## src/rtl/reorder_buffer_pkg.sv

```systemverilog
// Shared sizes and types for the reorder buffer: tag/count widths and the entry record.
package reorder_buffer_pkg;

   localparam int ROB_DEPTH = 8;
   localparam int ROB_IX_W  = $clog2(ROB_DEPTH);
   localparam int XLEN      = 32;
   localparam int REG_W     = 5;

   typedef logic [ROB_IX_W-1:0] rob_ix_t;
   typedef logic [ROB_IX_W:0]   rob_count_t;
   typedef logic [XLEN-1:0]     xlen_t;
   typedef logic [REG_W-1:0]    reg_ix_t;

   typedef struct packed {
      logic    busy;
      logic    done;
      logic    has_dest;
      reg_ix_t rd;
      xlen_t   value;
   } rob_entry_t;

   // Per-entry payload kept apart from busy/done so it can live in reset-less storage.
   typedef struct packed {
      logic    has_dest;
      reg_ix_t rd;
      xlen_t   value;
   } rob_payload_t;

endpackage

```

## src/rtl/reorder_buffer_if.sv

```systemverilog
// Issue / CDB / lookup / commit bundle between the Tomasulo core (master) and the ROB (slave).
interface reorder_buffer_if;
   import reorder_buffer_pkg::*;

   logic       alloc_valid_in;
   logic       alloc_has_dest_in;
   reg_ix_t    alloc_rd_in;
   logic       alloc_ready_out;
   rob_ix_t    alloc_rob_ix_out;

   rob_ix_t    src1_rob_ix_in;
   rob_ix_t    src2_rob_ix_in;
   logic       src1_ready_out;
   logic       src2_ready_out;
   xlen_t      src1_value_out;
   xlen_t      src2_value_out;

   logic       cdb_valid_in;
   rob_ix_t    cdb_rob_ix_in;
   xlen_t      cdb_value_in;

   logic       commit_valid_out;
   logic       commit_has_dest_out;
   reg_ix_t    commit_rd_out;
   xlen_t      commit_value_out;
   rob_ix_t    commit_rob_ix_out;
   rob_count_t count_out;

   modport master (
      output alloc_valid_in, alloc_has_dest_in, alloc_rd_in,
      output src1_rob_ix_in, src2_rob_ix_in,
      output cdb_valid_in, cdb_rob_ix_in, cdb_value_in,
      input  alloc_ready_out, alloc_rob_ix_out,
      input  src1_ready_out, src2_ready_out, src1_value_out, src2_value_out,
      input  commit_valid_out, commit_has_dest_out, commit_rd_out, commit_value_out,
      input  commit_rob_ix_out, count_out
   );

   modport slave (
      input  alloc_valid_in, alloc_has_dest_in, alloc_rd_in,
      input  src1_rob_ix_in, src2_rob_ix_in,
      input  cdb_valid_in, cdb_rob_ix_in, cdb_value_in,
      output alloc_ready_out, alloc_rob_ix_out,
      output src1_ready_out, src2_ready_out, src1_value_out, src2_value_out,
      output commit_valid_out, commit_has_dest_out, commit_rd_out, commit_value_out,
      output commit_rob_ix_out, count_out
   );

endinterface

```

## src/rtl/reorder_buffer_rob_ptr.sv

```systemverilog
// Wrapping ROB index pointer; instantiated for the head (retire) and tail (allocate) positions.
module rob_ptr
   import reorder_buffer_pkg::*;
(
   input  logic    clk,
   input  logic    rst,
   input  logic    inc,
   output rob_ix_t ptr
);

   // NOTE: sequential state uses non-blocking (<=) so every register samples pre-edge values.
   always_ff @(posedge clk or posedge rst) begin
      if (rst)      ptr <= '0;
      else if (inc) ptr <= ptr + rob_ix_t'(1);
   end

endmodule

```

## src/rtl/reorder_buffer.sv

```systemverilog
// In-order completion buffer: allocates tags, captures CDB results, retires one entry per cycle.
// Optional macro ROB_CDB_BYPASS_EN forwards a same-cycle CDB result to the operand lookups.
module reorder_buffer
   import reorder_buffer_pkg::*;
(
   input  logic           clk_in,
   input  logic           rst_in,
   reorder_buffer_if.slave rob
);

   rob_ix_t          head_ix;
   rob_ix_t          tail_ix;
   rob_count_t       count_q;
   logic [ROB_DEPTH-1:0] busy_q;
   logic [ROB_DEPTH-1:0] done_q;
   rob_payload_t     payload_q [ROB_DEPTH];
   rob_entry_t       head_entry;

   logic alloc_ready;
   logic alloc_fire;
   logic commit_fire;
   logic cdb_accept;

   assign alloc_ready = (count_q < rob_count_t'(ROB_DEPTH));
   assign alloc_fire  = rob.alloc_valid_in && alloc_ready;
   assign cdb_accept  = rob.cdb_valid_in && busy_q[rob.cdb_rob_ix_in] && !done_q[rob.cdb_rob_ix_in];

   assign head_entry = '{busy:     busy_q[head_ix],
                         done:     done_q[head_ix],
                         has_dest: payload_q[head_ix].has_dest,
                         rd:       payload_q[head_ix].rd,
                         value:    payload_q[head_ix].value};
   assign commit_fire = head_entry.busy && head_entry.done;

   rob_ptr u_head (.clk(clk_in), .rst(rst_in), .inc(commit_fire), .ptr(head_ix));
   rob_ptr u_tail (.clk(clk_in), .rst(rst_in), .inc(alloc_fire),  .ptr(tail_ix));

   // Commit and alloc never target the same slot: a busy head implies tail != head unless full.
   always_ff @(posedge clk_in or posedge rst_in) begin
      if (rst_in) begin
         busy_q <= '0;
         done_q <= '0;
      end else begin
         if (commit_fire) begin
            busy_q[head_ix] <= 1'b0;
            done_q[head_ix] <= 1'b0;
         end
         if (alloc_fire) begin
            busy_q[tail_ix] <= 1'b1;
            done_q[tail_ix] <= 1'b0;
         end
         if (cdb_accept) done_q[rob.cdb_rob_ix_in] <= 1'b1;
      end
   end

   // NOTE: payload storage has no reset; busy/done gate every read, so stale contents never escape.
   always_ff @(posedge clk_in) begin
      if (alloc_fire) begin
         payload_q[tail_ix].has_dest <= rob.alloc_has_dest_in;
         payload_q[tail_ix].rd       <= rob.alloc_rd_in;
      end
      if (cdb_accept) payload_q[rob.cdb_rob_ix_in].value <= rob.cdb_value_in;
   end

   always_ff @(posedge clk_in or posedge rst_in) begin
      if (rst_in) begin
         count_q                 <= '0;
         rob.commit_valid_out    <= 1'b0;
         rob.commit_has_dest_out <= 1'b0;
         rob.commit_rd_out       <= '0;
         rob.commit_value_out    <= '0;
         rob.commit_rob_ix_out   <= '0;
      end else begin
         count_q              <= count_q + rob_count_t'(alloc_fire) - rob_count_t'(commit_fire);
         rob.commit_valid_out <= commit_fire;
         if (commit_fire) begin
            rob.commit_has_dest_out <= head_entry.has_dest;
            rob.commit_rd_out       <= head_entry.rd;
            rob.commit_value_out    <= head_entry.value;
            rob.commit_rob_ix_out   <= head_ix;
         end
      end
   end

   assign rob.alloc_ready_out  = alloc_ready;
   assign rob.alloc_rob_ix_out = tail_ix;
   assign rob.count_out        = count_q;

   rob_ix_t src_ix    [2];
   logic    src_ready [2];
   xlen_t   src_value [2];

   assign src_ix[0] = rob.src1_rob_ix_in;
   assign src_ix[1] = rob.src2_rob_ix_in;

   // NOTE: every always_comb output gets a value on entry, so no path can infer a latch.
   always_comb begin
      for (int i = 0; i < 2; i++) begin
         src_ready[i] = busy_q[src_ix[i]] && done_q[src_ix[i]];
         src_value[i] = src_ready[i] ? payload_q[src_ix[i]].value : '0;
`ifdef ROB_CDB_BYPASS_EN
         // A stored result wins over a late broadcast, matching first-write-wins capture.
         if (!src_ready[i] && rob.cdb_valid_in && (rob.cdb_rob_ix_in == src_ix[i]) &&
             busy_q[src_ix[i]]) begin
            src_ready[i] = 1'b1;
            src_value[i] = rob.cdb_value_in;
         end
`endif
      end
   end

   assign rob.src1_ready_out = src_ready[0];
   assign rob.src1_value_out = src_value[0];
   assign rob.src2_ready_out = src_ready[1];
   assign rob.src2_value_out = src_value[1];

endmodule

```

## src/flat_wrapper.sv

```systemverilog
// flat-port wrapper written by rule: the top's interface ports become plain ports
module reorder_buffer_flat import reorder_buffer_pkg::*;
  (clk_in, rst_in, rob_alloc_valid_in, rob_alloc_has_dest_in, rob_alloc_rd_in, rob_src1_rob_ix_in, rob_src2_rob_ix_in, rob_cdb_valid_in, rob_cdb_rob_ix_in, rob_cdb_value_in, rob_alloc_ready_out, rob_alloc_rob_ix_out, rob_src1_ready_out, rob_src2_ready_out, rob_src1_value_out, rob_src2_value_out, rob_commit_valid_out, rob_commit_has_dest_out, rob_commit_rd_out, rob_commit_value_out, rob_commit_rob_ix_out, rob_count_out);
  reorder_buffer_if rob_i ();
  input  logic clk_in;
  input  logic rst_in;
  input wire logic [$bits(rob_i.alloc_valid_in)-1:0] rob_alloc_valid_in;
  input wire logic [$bits(rob_i.alloc_has_dest_in)-1:0] rob_alloc_has_dest_in;
  input wire logic [$bits(rob_i.alloc_rd_in)-1:0] rob_alloc_rd_in;
  input wire logic [$bits(rob_i.src1_rob_ix_in)-1:0] rob_src1_rob_ix_in;
  input wire logic [$bits(rob_i.src2_rob_ix_in)-1:0] rob_src2_rob_ix_in;
  input wire logic [$bits(rob_i.cdb_valid_in)-1:0] rob_cdb_valid_in;
  input wire logic [$bits(rob_i.cdb_rob_ix_in)-1:0] rob_cdb_rob_ix_in;
  input wire logic [$bits(rob_i.cdb_value_in)-1:0] rob_cdb_value_in;
  output wire logic [$bits(rob_i.alloc_ready_out)-1:0] rob_alloc_ready_out;
  output wire logic [$bits(rob_i.alloc_rob_ix_out)-1:0] rob_alloc_rob_ix_out;
  output wire logic [$bits(rob_i.src1_ready_out)-1:0] rob_src1_ready_out;
  output wire logic [$bits(rob_i.src2_ready_out)-1:0] rob_src2_ready_out;
  output wire logic [$bits(rob_i.src1_value_out)-1:0] rob_src1_value_out;
  output wire logic [$bits(rob_i.src2_value_out)-1:0] rob_src2_value_out;
  output wire logic [$bits(rob_i.commit_valid_out)-1:0] rob_commit_valid_out;
  output wire logic [$bits(rob_i.commit_has_dest_out)-1:0] rob_commit_has_dest_out;
  output wire logic [$bits(rob_i.commit_rd_out)-1:0] rob_commit_rd_out;
  output wire logic [$bits(rob_i.commit_value_out)-1:0] rob_commit_value_out;
  output wire logic [$bits(rob_i.commit_rob_ix_out)-1:0] rob_commit_rob_ix_out;
  output wire logic [$bits(rob_i.count_out)-1:0] rob_count_out;
  assign rob_i.alloc_valid_in = rob_alloc_valid_in;
  assign rob_i.alloc_has_dest_in = rob_alloc_has_dest_in;
  assign rob_i.alloc_rd_in = rob_alloc_rd_in;
  assign rob_i.src1_rob_ix_in = rob_src1_rob_ix_in;
  assign rob_i.src2_rob_ix_in = rob_src2_rob_ix_in;
  assign rob_i.cdb_valid_in = rob_cdb_valid_in;
  assign rob_i.cdb_rob_ix_in = rob_cdb_rob_ix_in;
  assign rob_i.cdb_value_in = rob_cdb_value_in;
  assign rob_alloc_ready_out = rob_i.alloc_ready_out;
  assign rob_alloc_rob_ix_out = rob_i.alloc_rob_ix_out;
  assign rob_src1_ready_out = rob_i.src1_ready_out;
  assign rob_src2_ready_out = rob_i.src2_ready_out;
  assign rob_src1_value_out = rob_i.src1_value_out;
  assign rob_src2_value_out = rob_i.src2_value_out;
  assign rob_commit_valid_out = rob_i.commit_valid_out;
  assign rob_commit_has_dest_out = rob_i.commit_has_dest_out;
  assign rob_commit_rd_out = rob_i.commit_rd_out;
  assign rob_commit_value_out = rob_i.commit_value_out;
  assign rob_commit_rob_ix_out = rob_i.commit_rob_ix_out;
  assign rob_count_out = rob_i.count_out;
  reorder_buffer u_core (.clk_in(clk_in), .rst_in(rst_in), .rob(rob_i));
endmodule
```

## config.mk

```make
export PLATFORM = sky130hd
export DESIGN_NAME = reorder_buffer_flat
export DESIGN_NICKNAME = d
export VERILOG_FILES = /design/src/rtl/reorder_buffer_pkg.sv /design/src/rtl/reorder_buffer_if.sv /design/src/rtl/reorder_buffer_rob_ptr.sv /design/src/rtl/reorder_buffer.sv /design/src/flat_wrapper.sv
export SDC_FILE = /design/constraint.sdc
export NUM_CORES = 1
export LEC_CHECK = 0
export ABC_CLOCK_PERIOD_IN_PS = 3700
export CORE_ASPECT_RATIO = 0.6
export CORE_MARGIN = 3
export CORE_UTILIZATION = 50
export CTS_CLUSTER_SIZE = 10
export DETAILED_ROUTE_END_ITERATION = 16
export PLACE_DENSITY = 0.79
export SLEW_MARGIN = 30
export SYNTH_ARGS = -nofsm -noshare
export SYNTH_HDL_FRONTEND = slang
export SYNTH_SLANG_ARGS = --single-unit
```

## constraint.sdc

```tcl
create_clock -name clk_in -period 3.7 [get_ports clk_in]
set_input_delay 0.37 -clock clk_in [delete_from_list [all_inputs] [get_ports clk_in]]
set_output_delay 0.37 -clock clk_in [all_outputs]
set_load 0.01 [all_outputs]
```

==> flow_summary.yaml <==
synthesis:
  yosys.area.top_type_share_pct: 49.3
  syn_inst: 1181
  synth_top_area_cell: "edfxtp_1"
  yosys_warnings: 0
  netlist_area_sq_mm: 0.0185
  synth-edff-count: 304
  syn_avg_cell_area_sq_um: 15.7
  yosysUniqueCellTypes: 51
  ys.flop_type: "edfxtp_1"
  async_flop_share_pct: 18.3
  ys_top_cells_by_area: "edfxtp_1 (49%), mux4_2 (19%), dfrtp_1 (9.2%), mux2i_1 (4.9%), nor2_1 (2.6%)"
  synth.ff_latch_count: 372
  syn_nets: 1239
  yosysSeqAreaShare_pct: 58.5
finish:
  regArea_sq_mm: 0.0108
  fin_nets: 1399
  final_util_pct: 61.9
  nFillCells: 2511
  area.growth.synth_to_final_pct: 19.4
  drive_gt1_share_pct: 22.8
  multi_input_area_sq_mm: 0.00728
place:
  numPortBuffers: 166
  dp_slack_ns: 0.640
  dp_hpwl_mm: 33.8
  place.gp.congestion: 0.866
critical_path:
  cp_max_fo: 33
  required_ns: 3.33
  rrSetupSlack_ns: 1.08
  worstReg2RegEnd: "u_core.rob.commit_value_out[20]"
  critical_path.endpoint_type: "output port"
  start_kind: "flip-flop"
  crit_arrival_ns: 3.09
  worst-setup-path-type: "flip-flop to output port"
  rr_startpoint: "u_core.u_head.ptr[2]"
  ff2ff_path_depth: 7
outcome:
  status: "finished, final reports clean"
cts:
  post_cts_resized: 0
  clock-root-buffer: "clkbuf_16"
  cts_tree: "built"
  cts_buffer_depth: 3
  ctsHoldBuffers: 0
  clk_latency_ns: 0.54
  cts_buffers: 43
  clock-sinks: 372
  h-tree-depth: 2
  post_cts_buffers: 0
  clk_pin_slew_ns: 0.06
global_routing:
  grt_usage_pct: 27.7
  grtUsageMet1_pct: 39.9
  gr-total-overflow: 0
  grt_pass1_vias: 12443
  use_met2_pct: 41.7
  use_met3_pct: 7.74
  antenna_found_initial: 2
  grt_start_max_net_pins: 83
  grt_busiest_layer: "met2"
  grt_pass1_wl_mm: 80.8
route:
  drtIter0Drc: 1780
  wl_mm: 53.9
  drc: 0
  vias: 12433
  wl_per_cell_microns: 29.3
  viasPerCell: 6.75
  firstDrtPassIters: 5
  antenna_left: 0
timing:
  setup-tns-final_ns: 0
  max_freq_mhz: 289
  finalWorstSetupSlack_ns: 0.237
  fin_skew_ns: 0.0236
  slew_headroom_pct: 36.6
  final.period_utilization_pct: 93.6
  slew_violations: 0
  worst_slew_pin_slew_ns: 0.947
  timing_hold_violations_final: 0
  period_minus_slack_ns: 3.46
  setup_violations: 0
  rsz0062_at_grt: "false"
floorplan:
  die_h_microns: 155
  start_util_pct: 51.8
  fp.dieW_microns: 254
  core_sq_mm: 0.0357
  io-pin-count: 167
  num_rows: 53
  die-area_sq_mm: 0.0395
min_path:
  hold_class: "primary input to async pin"
power_and_ir_drop:
  pwr_density_cell_mw_per_mm2: 681
  peakVddDrop_mv: 0.517
  p_leak_nw: 7.62
run:
  drv_cap: 0
-- critical path, cell delays in order, from the launching register on --
cell	delay (ns)
dfrtp_1	0.45
nand2_1	0.17
mux4_2	0.49
mux2_2	0.59
nor2_1	0.27
clkdlybuf4s50_1	0.57
-- synth_stat cells, types with 6 or more instances --
master    number
a21oi_1       49
inv_1         17
mux2_2        31
clkbuf_1      41
o21ai_0       16
a221o_1       11
a221oi_1      19
ha_1           6
nor2_1       127
mux4_2       160
buf_1         13
a22o_1         8
edfxtp_1     304
buf_2         38
nand2_1       50
nand3_1       10
mux2i_1       91
dfrtp_1       68
a31oi_1       18
nor2b_1        7
a21o_1         9
a22oi_1       16
o22ai_1        9
-- metal layers --
| metal | vias to the layer above | part of all wire [%] |
|---|---|---|
| met3 | 113 | 13 |
| met4 | 0 | 2.5 |
| met2 | 936 | 46 |
| met1 | 6284 | 39 |
| met5 | - | 0 |
| li1 | 5100 | - |
-- cell families (layout without fill, tap and decap cells) --
logic type / Yosys count / after routing / share of synthesized area, %
buffers and inverters: 111 / 303 / 2.55
XOR/XNOR: 5 / 5 / 0.236
other: 0 / 2 / 0
flip-flops: 372 / 372 / 58.5
multiplexers: 283 / 283 / 26.4
adder cells (fa/ha/maj): 7 / 7 / 0.513
AO/OA/AOI/OAI: 181 / 181 / 6.78
AND/OR/NAND/NOR: 222 / 222 / 5.08
-- cell usage in the layout (no fill, tap or decap), drive strengths merged, types with 4 or more instances in the layout --
cell type / instances
a21o: 9
a22oi: 16
or2: 5
edfxtp: 304
mux2: 31
clkbuf: 76
inv: 17
mux4: 160
and2: 4
nand2b: 4
a221o: 11
o22ai: 9
a22o: 8
xnor2: 4
a21oi: 49
clkdlybuf4s50: 160
and3: 5
dfrtp: 68
mux2i: 92
ha: 6
a221oi: 19
a222oi: 5
nand2: 50
buf: 49
nor2: 127
o21ai: 16
nor2b: 7
nand3: 10
a31oi: 18
a31o: 4
-- state kept, by name, summed over array words and instances, names as in the netlist --
name,cells
u_core.done_q,8
u_core.rob.commit_has_dest_out,1
u_core.payload_q,304
u_core.rob.commit_rob_ix_out,3
u_core.u_head.ptr,3
u_core.rob.commit_value_out,32
u_core.u_tail.ptr,3
u_core.rob.commit_valid_out,1
u_core.rob.count_out,4
u_core.rob.commit_rd_out,5
u_core.busy_q,8
-- metrics by stage --
stage	cell area, sq um	std cells	hold WS (ns)	total power, W
after floorplan	18500	1181	0.469	0.00884
after global placement	20800	1763	0.474	0.0111
after detailed placement	20900	1763	0.486	0.0112
after CTS	22100	1840	0.241	0.0150
after global routing	22100	1842	0.281	0.0158
final	22100	1842	0.237	0.0151
-- report_power, final --
part	switching [W]	leakage [nW]	total [W]	internal [W]
Combinational	0.00316	3.50	0.00566	0.00250
Sequential	0.000438	3.52	0.00555	0.00511
Clock	0.00160	0.596	0.00386	0.00226
-- how the worst max path moves through the flow --
| stage | from | end | slack, ns |
|---|---|---|---|
| floorplan | rob_cdb_rob_ix_in[1] | u_core.payload_q[2][0] | 0.57 |
| global placement | rob_src2_rob_ix_in[2] | rob_src2_value_out[26] | 0.67 |
| detailed placement | rob_src2_rob_ix_in[2] | rob_src2_value_out[28] | 0.64 |
| CTS | u_core.busy_q[5] | rob_src2_value_out[28] | 0.20 |
| global route | u_core.busy_q[5] | rob_src1_value_out[28] | 0.09 |
| finish | u_core.busy_q[5] | rob_src2_value_out[0] | 0.24 |
-- cell type report --
type | count | area share, %
clock inverters | 1 | 0.0396
inverters | 17 | 0.294
repair buffers | 209 | 9.46
well taps | 467 | 2.64
flip-flops and latches | 372 | 49.0
diodes | 2 | 0.0226
multi-input cells | 698 | 32.9
clock buffers | 76 | 5.62
(Power assumes the default switching activity.)
